## src/rtl/dsha_job_controller_pkg.sv

```systemverilog
// Shared definitions for the dsha job controller.
// Contents: job word field offsets and widths, the control state encoding,
// the result entry layout (hash above nonce) and its total width.
package dsha_ctrl_pkg;

  // Field offsets inside the 416-bit job word from the UART receiver
  localparam int unsigned X_LSB     = 0;
  localparam int unsigned Y_LSB     = 256;
  localparam int unsigned START_LSB = 352;
  localparam int unsigned END_LSB   = 384;
  localparam int unsigned JOB_W     = 416;

  localparam int unsigned X_W     = 256;
  localparam int unsigned Y_W     = 96;
  localparam int unsigned NONCE_W = 32;
  localparam int unsigned HASH_W  = 256;
  localparam int unsigned RES_W   = HASH_W + NONCE_W;

  // Control state encoding
  localparam logic [1:0] ST_IDLE_ENC  = 2'd0;
  localparam logic [1:0] ST_RUN_ENC   = 2'd1;
  localparam logic [1:0] ST_DRAIN_ENC = 2'd2;
  localparam logic [1:0] ST_DONE_ENC  = 2'd3;

  typedef enum logic [1:0] {
    ST_IDLE  = ST_IDLE_ENC,
    ST_RUN   = ST_RUN_ENC,
    ST_DRAIN = ST_DRAIN_ENC,
    ST_DONE  = ST_DONE_ENC
  } state_t;

  // One queued hit; packs to exactly RES_W bits
  typedef struct packed {
    logic [HASH_W-1:0]  hash;
    logic [NONCE_W-1:0] nonce;
  } result_t;

endpackage

```

## src/rtl/dsha_job_controller_if.sv

```systemverilog
// Bundle of every non-clock signal of the dsha job controller.
//   master : the controller itself (drives job_ack, dsha_X/Y/nonce, res_*, busy,
//            exhausted, overflow; samples job_*, dsha_accepted/hash/out_nonce, res_ready)
//   slave  : the surrounding blocks (UART receiver, dsha_finisher, UART transmitter)
interface dsha_job_controller_if;
  import dsha_ctrl_pkg::*;

  logic               job_valid;
  logic [JOB_W-1:0]   job_data;
  logic               job_ack;
  logic [X_W-1:0]     dsha_X;
  logic [Y_W-1:0]     dsha_Y;
  logic [NONCE_W-1:0] dsha_nonce;
  logic               dsha_accepted;
  logic [HASH_W-1:0]  dsha_hash;
  logic [NONCE_W-1:0] dsha_out_nonce;
  logic               res_valid;
  logic [HASH_W-1:0]  res_hash;
  logic [NONCE_W-1:0] res_nonce;
  logic               res_ready;
  logic               busy;
  logic               exhausted;
  logic               overflow;

  modport master (
    input  job_valid, job_data, dsha_accepted, dsha_hash, dsha_out_nonce, res_ready,
    output job_ack, dsha_X, dsha_Y, dsha_nonce, res_valid, res_hash, res_nonce,
           busy, exhausted, overflow
  );

  modport slave (
    output job_valid, job_data, dsha_accepted, dsha_hash, dsha_out_nonce, res_ready,
    input  job_ack, dsha_X, dsha_Y, dsha_nonce, res_valid, res_hash, res_nonce,
           busy, exhausted, overflow
  );
endinterface

```

## src/rtl/dsha_job_controller_result_fifo.sv

```systemverilog
// result_fifo: synchronous FIFO holding hits until the UART transmitter takes them.
// Ports:
//   clk, rst   clock, asynchronous active-high reset (clears every entry)
//   push       write push_data (ignored when full unless a pop happens the same cycle)
//   push_data  W-bit entry
//   pop        remove head (ignored when empty)
//   valid      FIFO holds at least one entry (registered)
//   full       FIFO holds 2**LOG entries (registered)
//   head       oldest entry
module result_fifo #(
  parameter int unsigned W   = 288,
  parameter int unsigned LOG = 2
) (
  input  logic         clk,
  input  logic         rst,
  input  logic         push,
  input  logic [W-1:0] push_data,
  input  logic         pop,
  output logic         valid,
  output logic         full,
  output logic [W-1:0] head
);

  localparam int unsigned DEPTH = 1 << LOG;
  localparam int unsigned CW    = LOG + 1;
  localparam logic [CW-1:0]  DEPTH_C = CW'(DEPTH);
  localparam logic [CW-1:0]  ONE_C   = CW'(1);
  localparam logic [LOG-1:0] PTR_ONE = LOG'(1);

  logic [W-1:0]   mem_r [DEPTH];
  logic [LOG-1:0] wr_ptr_r;
  logic [LOG-1:0] rd_ptr_r;
  logic [CW-1:0]  count_r;
  logic           valid_r;
  logic           full_r;

  logic           do_pop_s;
  logic           do_push_s;
  logic [CW-1:0]  count_nxt_s;

  // A full FIFO still accepts a push when the head leaves in the same cycle
  assign do_pop_s  = pop & valid_r;
  assign do_push_s = push & (~full_r | do_pop_s);

  // Next occupancy from the push/pop combination
  always_comb begin
    count_nxt_s = count_r;
    case ({do_push_s, do_pop_s})
      2'b10:   count_nxt_s = count_r + ONE_C;
      2'b01:   count_nxt_s = count_r - ONE_C;
      default: count_nxt_s = count_r;
    endcase
  end

  // Storage, pointers and registered status flags
  always_ff @(posedge clk or posedge rst) begin
    if (rst) begin
      for (int i = 0; i < int'(DEPTH); i++) begin
        mem_r[i] <= {W{1'b0}};
      end
      wr_ptr_r <= {LOG{1'b0}};
      rd_ptr_r <= {LOG{1'b0}};
      count_r  <= {CW{1'b0}};
      valid_r  <= 1'b0;
      full_r   <= 1'b0;
    end else begin
      if (do_push_s) begin
        mem_r[wr_ptr_r] <= push_data;
        wr_ptr_r        <= wr_ptr_r + PTR_ONE;
      end
      if (do_pop_s) begin
        rd_ptr_r <= rd_ptr_r + PTR_ONE;
      end
      count_r <= count_nxt_s;
      valid_r <= (count_nxt_s != {CW{1'b0}});
      full_r  <= (count_nxt_s == DEPTH_C);
    end
  end

  assign valid = valid_r;
  assign full  = full_r;
  assign head  = mem_r[rd_ptr_r];

endmodule

```

## src/rtl/dsha_job_controller.sv

```systemverilog
// dsha_job_controller: runs one mining job at a time through dsha_finisher.
// Latches a job (X, Y, nonce range), streams nonces, screens every pipeline output
// for ZBITS leading zeros, queues hits for the UART transmitter, ignores results
// of an aborted job and reports range exhaustion.
// Ports:
//   clk  system clock
//   rst  asynchronous active-high reset
//   bus  dsha_job_controller_if.master: job_valid/job_data/job_ack (job input),
//        dsha_X/Y/nonce/accepted/hash/out_nonce (datapath), res_valid/hash/nonce/ready
//        (result queue), busy, exhausted, overflow (status)
module dsha_job_controller
  import dsha_ctrl_pkg::*;
#(
  parameter int unsigned PIPE_DEPTH = 130,
  parameter int unsigned ZBITS      = 16,
  parameter int unsigned FIFO_LOG   = 2
) (
  input logic                  clk,
  input logic                  rst,
  dsha_job_controller_if.master bus
);

  localparam int unsigned CNT_W = $clog2(PIPE_DEPTH + 1);
  localparam logic [CNT_W-1:0] FLUSH_LOAD = CNT_W'(PIPE_DEPTH);
  // The DRAIN->DONE edge itself is the last of PIPE_DEPTH cycles
  localparam logic [CNT_W-1:0] DRAIN_LOAD = CNT_W'(PIPE_DEPTH - 1);
  localparam logic [CNT_W-1:0] CNT_ONE    = CNT_W'(1);

  state_t             state_r;
  logic [X_W-1:0]     x_r;
  logic [Y_W-1:0]     y_r;
  logic [NONCE_W-1:0] nonce_r;
  logic [NONCE_W-1:0] end_r;
  logic [CNT_W-1:0]   drain_cnt_r;
  logic [CNT_W-1:0]   flush_cnt_r;
  logic               job_ack_r;
  logic               busy_r;
  logic               exhausted_r;
  logic               overflow_r;
  logic               last_hit_vld_r;
  logic [NONCE_W-1:0] last_hit_nonce_r;

  logic    live_s;
  logic    top_zero_s;
  logic    dup_s;
  logic    qualify_s;
  logic    fifo_valid_s;
  logic    fifo_full_s;
  logic    pop_s;
  logic    drop_s;
  result_t push_s;
  result_t head_s;

  assign live_s     = (state_r == ST_RUN) || (state_r == ST_DRAIN);
  assign top_zero_s = (bus.dsha_hash[HASH_W-1 -: ZBITS] == {ZBITS{1'b0}});
  // The datapath holds its output between accepts, so a repeated nonce is the same result
  assign dup_s      = last_hit_vld_r && (bus.dsha_out_nonce == last_hit_nonce_r);
  assign qualify_s  = live_s && (flush_cnt_r == {CNT_W{1'b0}}) && top_zero_s && !dup_s;
  assign pop_s      = fifo_valid_s & bus.res_ready;
  assign drop_s     = qualify_s & fifo_full_s & ~pop_s;
  assign push_s     = '{hash: bus.dsha_hash, nonce: bus.dsha_out_nonce};

  // Control FSM: job latch (any state, wins over everything), nonce stream, drain timing
  always_ff @(posedge clk or posedge rst) begin
    if (rst) begin
      state_r     <= ST_IDLE;
      x_r         <= {X_W{1'b0}};
      y_r         <= {Y_W{1'b0}};
      nonce_r     <= {NONCE_W{1'b0}};
      end_r       <= {NONCE_W{1'b0}};
      drain_cnt_r <= {CNT_W{1'b0}};
      busy_r      <= 1'b0;
      exhausted_r <= 1'b0;
    end else if (bus.job_valid) begin
      state_r     <= ST_RUN;
      x_r         <= bus.job_data[X_LSB +: X_W];
      y_r         <= bus.job_data[Y_LSB +: Y_W];
      nonce_r     <= bus.job_data[START_LSB +: NONCE_W];
      end_r       <= bus.job_data[END_LSB +: NONCE_W];
      drain_cnt_r <= {CNT_W{1'b0}};
      busy_r      <= 1'b1;
      exhausted_r <= 1'b0;
    end else begin
      case (state_r)
        ST_IDLE: begin
          busy_r <= 1'b0;
        end
        ST_RUN: begin
          if (bus.dsha_accepted) begin
            if (nonce_r == end_r) begin
              // end is inclusive: the nonce holds and the pipeline drains
              state_r     <= ST_DRAIN;
              drain_cnt_r <= DRAIN_LOAD;
            end else begin
              nonce_r <= nonce_r + 32'd1;
            end
          end else begin
            nonce_r <= nonce_r;
          end
        end
        ST_DRAIN: begin
          if (drain_cnt_r == {CNT_W{1'b0}}) begin
            state_r     <= ST_DONE;
            busy_r      <= 1'b0;
            exhausted_r <= 1'b1;
          end else begin
            drain_cnt_r <= drain_cnt_r - CNT_ONE;
          end
        end
        ST_DONE: begin
          busy_r <= 1'b0;
        end
        default: begin
          state_r <= ST_IDLE;
          busy_r  <= 1'b0;
        end
      endcase
    end
  end

  // job_ack echoes job_valid one cycle later
  always_ff @(posedge clk or posedge rst) begin
    if (rst) begin
      job_ack_r <= 1'b0;
    end else begin
      job_ack_r <= bus.job_valid;
    end
  end

  // Results still in flight from the previous job are ignored for one pipeline depth
  always_ff @(posedge clk or posedge rst) begin
    if (rst) begin
      flush_cnt_r <= {CNT_W{1'b0}};
    end else if (bus.job_valid) begin
      flush_cnt_r <= FLUSH_LOAD;
    end else if (flush_cnt_r != {CNT_W{1'b0}}) begin
      flush_cnt_r <= flush_cnt_r - CNT_ONE;
    end else begin
      flush_cnt_r <= flush_cnt_r;
    end
  end

  // Remember the last reported nonce for duplicate suppression
  always_ff @(posedge clk or posedge rst) begin
    if (rst) begin
      last_hit_vld_r   <= 1'b0;
      last_hit_nonce_r <= {NONCE_W{1'b0}};
    end else if (qualify_s) begin
      last_hit_vld_r   <= 1'b1;
      last_hit_nonce_r <= bus.dsha_out_nonce;
    end else begin
      last_hit_vld_r   <= last_hit_vld_r;
      last_hit_nonce_r <= last_hit_nonce_r;
    end
  end

  // Sticky overflow; a drop in the same cycle as a job latch is still reported
  always_ff @(posedge clk or posedge rst) begin
    if (rst) begin
      overflow_r <= 1'b0;
    end else if (drop_s) begin
      overflow_r <= 1'b1;
    end else if (bus.job_valid) begin
      overflow_r <= 1'b0;
    end else begin
      overflow_r <= overflow_r;
    end
  end

  result_fifo #(
    .W   (RES_W),
    .LOG (FIFO_LOG)
  ) u_result_fifo (
    .clk       (clk),
    .rst       (rst),
    .push      (qualify_s),
    .push_data (push_s),
    .pop       (pop_s),
    .valid     (fifo_valid_s),
    .full      (fifo_full_s),
    .head      (head_s)
  );

  assign bus.job_ack    = job_ack_r;
  assign bus.dsha_X     = x_r;
  assign bus.dsha_Y     = y_r;
  assign bus.dsha_nonce = nonce_r;
  assign bus.res_valid  = fifo_valid_s;
  assign bus.res_hash   = head_s.hash;
  assign bus.res_nonce  = head_s.nonce;
  assign bus.busy       = busy_r;
  assign bus.exhausted  = exhausted_r;
  assign bus.overflow   = overflow_r;

endmodule

```

## src/flat_wrapper.sv

```systemverilog
// flat-port wrapper written by rule: the top's interface ports become plain ports
module dsha_job_controller_flat import dsha_ctrl_pkg::*;
#(
  parameter int unsigned PIPE_DEPTH = 130,
  parameter int unsigned ZBITS      = 16,
  parameter int unsigned FIFO_LOG   = 2
)
  (clk, rst, bus_job_valid, bus_job_data, bus_dsha_accepted, bus_dsha_hash, bus_dsha_out_nonce, bus_res_ready, bus_job_ack, bus_dsha_X, bus_dsha_Y, bus_dsha_nonce, bus_res_valid, bus_res_hash, bus_res_nonce, bus_busy, bus_exhausted, bus_overflow);
  dsha_job_controller_if bus_i ();
  input logic clk;
  input logic rst;
  input wire logic [$bits(bus_i.job_valid)-1:0] bus_job_valid;
  input wire logic [$bits(bus_i.job_data)-1:0] bus_job_data;
  input wire logic [$bits(bus_i.dsha_accepted)-1:0] bus_dsha_accepted;
  input wire logic [$bits(bus_i.dsha_hash)-1:0] bus_dsha_hash;
  input wire logic [$bits(bus_i.dsha_out_nonce)-1:0] bus_dsha_out_nonce;
  input wire logic [$bits(bus_i.res_ready)-1:0] bus_res_ready;
  output wire logic [$bits(bus_i.job_ack)-1:0] bus_job_ack;
  output wire logic [$bits(bus_i.dsha_X)-1:0] bus_dsha_X;
  output wire logic [$bits(bus_i.dsha_Y)-1:0] bus_dsha_Y;
  output wire logic [$bits(bus_i.dsha_nonce)-1:0] bus_dsha_nonce;
  output wire logic [$bits(bus_i.res_valid)-1:0] bus_res_valid;
  output wire logic [$bits(bus_i.res_hash)-1:0] bus_res_hash;
  output wire logic [$bits(bus_i.res_nonce)-1:0] bus_res_nonce;
  output wire logic [$bits(bus_i.busy)-1:0] bus_busy;
  output wire logic [$bits(bus_i.exhausted)-1:0] bus_exhausted;
  output wire logic [$bits(bus_i.overflow)-1:0] bus_overflow;
  assign bus_i.job_valid = bus_job_valid;
  assign bus_i.job_data = bus_job_data;
  assign bus_i.dsha_accepted = bus_dsha_accepted;
  assign bus_i.dsha_hash = bus_dsha_hash;
  assign bus_i.dsha_out_nonce = bus_dsha_out_nonce;
  assign bus_i.res_ready = bus_res_ready;
  assign bus_job_ack = bus_i.job_ack;
  assign bus_dsha_X = bus_i.dsha_X;
  assign bus_dsha_Y = bus_i.dsha_Y;
  assign bus_dsha_nonce = bus_i.dsha_nonce;
  assign bus_res_valid = bus_i.res_valid;
  assign bus_res_hash = bus_i.res_hash;
  assign bus_res_nonce = bus_i.res_nonce;
  assign bus_busy = bus_i.busy;
  assign bus_exhausted = bus_i.exhausted;
  assign bus_overflow = bus_i.overflow;
  dsha_job_controller #(.PIPE_DEPTH(PIPE_DEPTH), .ZBITS(ZBITS), .FIFO_LOG(FIFO_LOG)) u_core (.clk(clk), .rst(rst), .bus(bus_i));
endmodule
```

## config.mk

```make
export PLATFORM = sky130hd
export DESIGN_NAME = dsha_job_controller_flat
export DESIGN_NICKNAME = d
export VERILOG_FILES = /design/src/rtl/dsha_job_controller_pkg.sv /design/src/rtl/dsha_job_controller_if.sv /design/src/rtl/dsha_job_controller_result_fifo.sv /design/src/rtl/dsha_job_controller.sv /design/src/flat_wrapper.sv
export SDC_FILE = /design/constraint.sdc
export NUM_CORES = 2
export LEC_CHECK = 0
export CORE_AREA = 2 2 532 534
export CTS_CLUSTER_DIAMETER = 80
export DETAILED_ROUTE_END_ITERATION = 6
export DIE_AREA = 0 0 534 536
export PLACE_DENSITY_LB_ADDON = 0.08
export SYNTH_ARGS = -nofsm -noshare
export SYNTH_HDL_FRONTEND = slang
export SYNTH_SLANG_ARGS = --single-unit
```

## constraint.sdc

```tcl
create_clock -name clk -period 73.6 [get_ports clk]
set_input_delay 7.36 -clock clk [delete_from_list [all_inputs] [get_ports clk]]
set_output_delay 7.36 -clock clk [all_outputs]
set_load 0.005 [all_outputs]
```

# After elaboration in Yosys (flattened, before gate mapping)
# Cells that the tools add are included.
[totals]
regBits = 1632
out_inout_bits = 677
wordCells = 113
input_bits = 709
[classes]
n_lt_le_gt_ge = 3
bitwise_logic = 10
n_addsub = 7
muxes = 31
reduce_logical = 27
n_eq_ne = 13
[op_table]
columns = ["operator", "count"]
rows = [
  ["$bwmux W1152", 1],
  ["$mux W288", 3],
  ["$bmux W288 S2", 1],
  ["$demux W288 S2", 1],
  ["$mux W32", 4],
  ["$eq A32 B32 Y1", 2],
  ["$mux W8", 6],
  ["$add A32 B1 Y32 const B", 1],
  ["$logic_not A16 Y1", 1],
  ["$logic_not A8 Y1", 2],
  ["$pmux W8 S2", 1],
  ["$sub A8 B1 Y8 const B", 2],
  ["$ne A3 B3 Y1 const B", 4],
  ["$reduce_bool A2 Y1", 6],
  ["$reduce_bool A3 Y1", 3],
  ["$mux W2", 4],
  ["$reduce_and A4 Y1", 2],
  ["$reduce_bool A8 Y1", 1],
  ["$mux W1", 7],
  ["$eq A2 B2 Y1 const B", 3],
  ["$ge A3 B3 Y1 const B", 2],
  ["$not A2 Y3", 2],
  ["$pmux W3 S2", 1],
  ["$and A1 B1 Y1", 5],
  ["18 further kinds", 26],
]

# Longest topological paths before layout
[logic_depth]
word_depth = 9
depth_mapped = 15
ltp_nobuf = 14

# Modules after synthesis
# A second synthesis with hierarchy kept.
[hier_totals]
cells_unflattened = 4178
hier_area_um2 = 69908.3
[by_module_without_submodules]
columns = ["mod", "seq_area_each_um2", "area_per_inst_um2", "instances", "cells_per_inst"]
rows = [
  ["result_fifo", 29052.9, 50395.8, 1, 2828],
  ["dsha_job_controller", 11786.3, 19512.5, 1, 1350],
]

# Least setup slack after synthesis
# Ideal clock, no wire load.
[synth_path]
path_type = "input to register"
from = "in bus_dsha_hash[250]"
to = "reg u_core.u_result_fifo.valid_r, in the netlist u_core.u_result_fifo.valid"
path_slack_ns = 63.639
t_required_ns = 73.469
n_path_buf = 0
path_stages = 13
arrival_ns = 9.830
path_cell_list = "nor4_1 -> nand2_1 -> or4_4 -> a31oi_4 -> nand2_1 -> ha_1 -> inv_1 -> fa_1 -> xor2_1 -> nor2_1 -> xnor2_1 -> inv_1 -> or3_1"
[synth_between]
elab_chain_len = 7
word_cells_on_any_way = 8
cone_classes = "2 x eq/ne; 1 x mux; 1 x bitwise; 4 x reduce/logical"
[synth_lines]
columns = ["element", "line_no", "source"]
rows = [
  ["from (decl)", "flat_wrapper.sv:15", "input wire logic [$bits(bus_i.dsha_hash)-1:0] bus_dsha_hash;"],
  ["$logic_not A16 Y1 *", "dsha_job_controller.sv:55", "assign top_zero_s = (bus.dsha_hash[HASH_W-1 -: ZBITS] == {ZBITS{1'b0}});"],
  ["$logic_and A1 B1 Y1 * (2 in series)", "dsha_job_controller.sv:58", "assign qualify_s = live_s && (flush_cnt_r == {CNT_W{1'b0}}) && top_zero_s && !dup_s;"],
  ["$and A1 B1 Y1 *", "dsha_job_controller_result_fifo.sv:43", "assign do_push_s = push & (~full_r | do_pop_s);"],
  ["$eq A2 B1 Y1 / $eq A2 B2 Y1 (equally long branches)", "dsha_job_controller_result_fifo.sv:48", "case ({do_push_s, do_pop_s})"],
  ["$pmux W3 S2 *", "dsha_job_controller_result_fifo.sv:48", ""],
  ["net u_core.u_result_fifo.count_nxt_s[2]", "dsha_job_controller_result_fifo.sv:39", "logic [CW-1:0] count_nxt_s;"],
  ["$reduce_bool A3 Y1 *", "dsha_job_controller_result_fifo.sv:75", "valid_r <= (count_nxt_s != {CW{1'b0}});"],
  ["to (signal assigned)", "dsha_job_controller_result_fifo.sv:75", ""],
  ["to (decl)", "dsha_job_controller_result_fifo.sv:34", "logic valid_r;"],
]
# The timed path passes the listed nets; every way through them passes the cells marked *.
# A chain may end at the register's enable or synchronous reset.

# Worst setup path in the final report
[layout_path]
from = "reg u_core.u_result_fifo.rd_ptr_r[1]"
to = "out bus_res_hash[226]"
[layout_between]
elab_chain_len = 4
[layout_lines]
columns = ["element", "line_no", "source"]
rows = [
  ["from (decl)", "dsha_job_controller_result_fifo.sv:32", "logic [LOG-1:0] rd_ptr_r;"],
  ["from (signal assigned)", "dsha_job_controller_result_fifo.sv:62", "rd_ptr_r <= {LOG{1'b0}};"],
  ["from (signal assigned)", "dsha_job_controller_result_fifo.sv:72", "rd_ptr_r <= rd_ptr_r + PTR_ONE;"],
  ["$not A2 Y3 (not written as such)", "dsha_job_controller_result_fifo.sv:82", "assign head = mem_r[rd_ptr_r];"],
  ["$bmux W288 S2", "dsha_job_controller_result_fifo.sv:82", ""],
  ["$mux W288 (not written as such) (2 in series)", "dsha_job_controller_result_fifo.sv:82", ""],
  ["to (decl)", "flat_wrapper.sv:23", "output wire logic [$bits(bus_i.res_hash)-1:0] bus_res_hash;"],
]
# Every way passes these cells. The select of a mux whose other input is x is not followed.

==> reports/qor.csv <==
metric;value;unit
grt.total_usage;19.2;%
holdWs;478;ps
drtIter0Drc;1913;
final_antenna_net_count;0;
yosysUniqueCellTypes;54;
grt_pass1_wl;389000;um
io_pins;1386;
root_buffer;clkbuf_16;
power.density;24.5;nW/um2
cts_tree;yes;
htreeDepth;4;
status;completed;
synth-xor-area-share;1.05;%
async_flop_share;100;%
cts.clk_slew.worst_paths;50;ps
crit_path_max_incr_delay;1180;ps
synth_fa_ha_area_share;0.248;%
min_from;u_core.u_result_fifo.mem_r[461]$_DFFE_PP0P_;
core;281000;um2
r2r_slack;67100;ps
syn_nets;4895;
yosys_most_used_dff;dfrtp_1;
yosys_register_bits;1632;
initial_core_util;24.4;%
syn2layout_area_growth;35.7;%
first_global_vias;46143;
nNetsFinal;6292;
path_cells;buf_4 > buf_4 > buf_4 > mux4_2 > clkdlybuf4s50_1;
fmax;0.0779;GHz
synth_edf_count;0;
tns;0;ps
crit_path_end_kind;output port;
worstMarginPinSlew;1160;ps
gp_congestion;0.910;
min_path_type;flop to flop;
num_vias;43135;
clkPwrFrac;43.2;%
skew;56.4;ps
cp_slowest_cell;dfrtp_4;
yosys.area_share.simple;2.24;%
setup_viol;0;
cap_violations;0;
placementRows;195;
drive_above_1_share;32.0;%
via_per_inst;4.53;
drc;0;
period_needed;12830;ps
grt_start_max_net_pins;130;
critPathMaxFanout;56;
die_h;536;um
first_pass_iters;5;
crit-reg2reg-launch;u_core.flush_cnt_r[4]$_DFFE_PP0P_;
synth_area;68600;um2
worstSkewPairLatency;880;ps
dp_hpwl;205000;um
fillers;27445;
synth.avg_cell_area;16.5;um2
p_comb_share;14.8;%
path_class;flop to output port;
avgRoutedWirePerCell;29.5;um
critPathRequiredTime;66240;ps
cts.sinks;1632;
switchingPower;0.618;mW
synth_top_family_by_area;multiplexers;
path_common_cell;buf_4;
antenna_found_initial;225;
vdd_ir_drop_max;0.0000183;V
p_leak;42.1;nW
post_cts_resized;0;
routed_wirelength;280000;um
cellInternalPower;1.67;mW
die_area;286000;um2
power_frac_seq;42.0;%
grt_overflow;0;
cp.arrival;5470;ps
cts_max_path_buffers;4;
startpoint;u_core.u_result_fifo.rd_ptr_r[1]$_DFFE_PP0P_;
rsz0062_at_grt;false;
synth_mux_area_share;34.2;%
die_x;534;um
hold_viol_final;0;
postCtsSetupRepairBufs;0;
holdBufCountCts;0;
ys_warn_count;0;
syn_inst;4173;
slew_headroom;22.8;%
yosysSeqAreaShare;59.5;%
period_share;17.4;%
start_kind;flop;
numCtsBuffers;204;
synth_compound_area_share;0.866;%
portBuffers;1385;
slew_viol_final;0;
switching_share;27.0;%
[placed cells by master (no fill, tap or decap), types with 12 or more instances in the layout]
master,count
clkbuf_8,48
clkinv_2,22
or4_1,12
dfrtp_1,1630
o211ai_1,13
clkbuf_1,60
xnor2_1,39
nand3_1,22
diode_2,55
mux2_1,341
nand4_1,23
inv_1,20
buf_4,60
clkdlybuf4s50_1,1384
mux2_2,1164
nand2_1,59
clkbuf_16,209
a31oi_1,15
xor2_1,43
nor2b_1,19
o21ai_0,25
ha_1,12
nor2_1,28
and2_1,51
nor3_1,13
mux4_2,288
nor4_1,18
[area by class of cell]
cell class / count / area (um2) / area share, %
inverters: 22 / 90.1 / 0.0967
clock buffers: 317 / 6120 / 6.56
diodes: 55 / 138 / 0.148
repair buffers: 1450 / 14400 / 15.5
well taps: 3743 / 4680 / 5.03
flip-flops and latches: 1632 / 40800 / 43.8
multi-input cells: 2260 / 26500 / 28.5
clock inverters: 35 / 355 / 0.381
[final timing paths]
kind                                                               end  depth (start not counted)
min in group asynchronous  u_core.u_result_fifo.mem_r[507]$_DFFE_PP0P_                          2
hold / removal             u_core.u_result_fifo.mem_r[461]$_DFFE_PP0P_                          1
hold reg to reg            u_core.u_result_fifo.mem_r[461]$_DFFE_PP0P_                          1
max in group asynchronous           u_core.bus.dsha_X[141]$_DFFE_PP0P_                          8
setup / recovery                                     bus_res_hash[226]                          5
setup reg to reg           u_core.u_result_fifo.mem_r[555]$_DFFE_PP0P_                          9
[cells in the mapped netlist (3+ instances only)]
library cell	n	area, um2
nor4_1	19	119
nand2_1	59	221
nor3_1	13	65.1
mux2_1	341	3840
nand3_2	3	30.0
xnor2_1	39	342
nor2b_1	19	119
inv_1	21	78.8
clkbuf_1	102	383
a21oi_1	7	35.0
and2_1	51	319
nor2_1	28	105
buf_2	71	355
xor2_1	43	377
dfrtp_1	1632	40800
mux2_2	1164	13100
o2bb2ai_1	3	26.3
nand2b_1	4	25.0
o21ai_0	26	130
and3_1	7	43.8
ha_1	12	150
mux2i_1	4	40.0
buf_1	62	233
or2_2	3	18.8
buf_6	22	248
o31ai_1	7	52.6
nand3_1	22	110
mux4_2	288	6490
or4_1	12	90.1
o211ai_1	13	97.6
nand4_1	23	144
a31oi_1	15	93.8
or3_1	9	56.3
o311ai_0	3	26.3
[logic make-up after synthesis]
kind of cell / Yosys count
DFF: 1632
muxes: 1797
AOI/OAI and AO/OA: 88
adders and majority gates: 13
xor gates and xnor gates: 82
and+or+nand+nor: 280
buffers and inverters: 281
[critical path: cells and delay by family (launching register included)]
| family | cells | cell delay (ps) |
|---|---|---|
| buf+inv | 4 | 2820 |
| flops | 1 | 1180 |
| mux | 1 | 440 |
[per-stage QoR]
step | cell area (um2) | std cells | setup slack, ps | utilization, % | power (mW)
after detailed placement | 86600 | 9107 | 59490 | 30.8 | 1.33
after global routing | 93200 | 9504 | 59820 | 33.2 | 2.39
after global placement | 86600 | 9107 | 59500 | 30.8 | 1.33
after CTS | 93000 | 9459 | 60370 | 33.1 | 2.34
final | 93200 | 9514 | 60770 | 33.2 | 2.29
after floorplan | 68600 | 4173 | 20190 | - | 1.15
[state kept, by name, indices dropped and copies added, names as in the netlist, 2 cells and up]
signal / flops
u_core.u_result_fifo.mem_r: 1152
u_core.bus.dsha_X: 256
u_core.bus.dsha_Y: 96
u_core.bus.dsha_nonce: 32
u_core.end_r: 32
u_core.last_hit_nonce_r: 32
u_core.drain_cnt_r: 8
u_core.flush_cnt_r: 8
u_core.u_result_fifo.count_r: 3
u_core.state_r: 2
u_core.u_result_fifo.rd_ptr_r: 2
u_core.u_result_fifo.wr_ptr_r: 2
[power groups by stage]
stage	sequential, mW	combinational [mW]	clock (mW)
6_report	0.960	0.339	0.989
5_1_grt	0.964	0.367	1.06
4_1_cts	0.961	0.351	1.03
3_5_place_dp	0.976	0.350	0
3_3_place_gp	0.976	0.352	0
2_1_floorplan	0.960	0.187	0
[layer usage]
layer,track usage (%),share of wire (%),up-vias
met5,0,0.064,-
met1,22.2,38,22754
li1,-,-,18237
met4,8.39,5.2,28
met2,32.7,49,1457
met3,6.09,7.3,659
(Power assumes the default switching activity.)
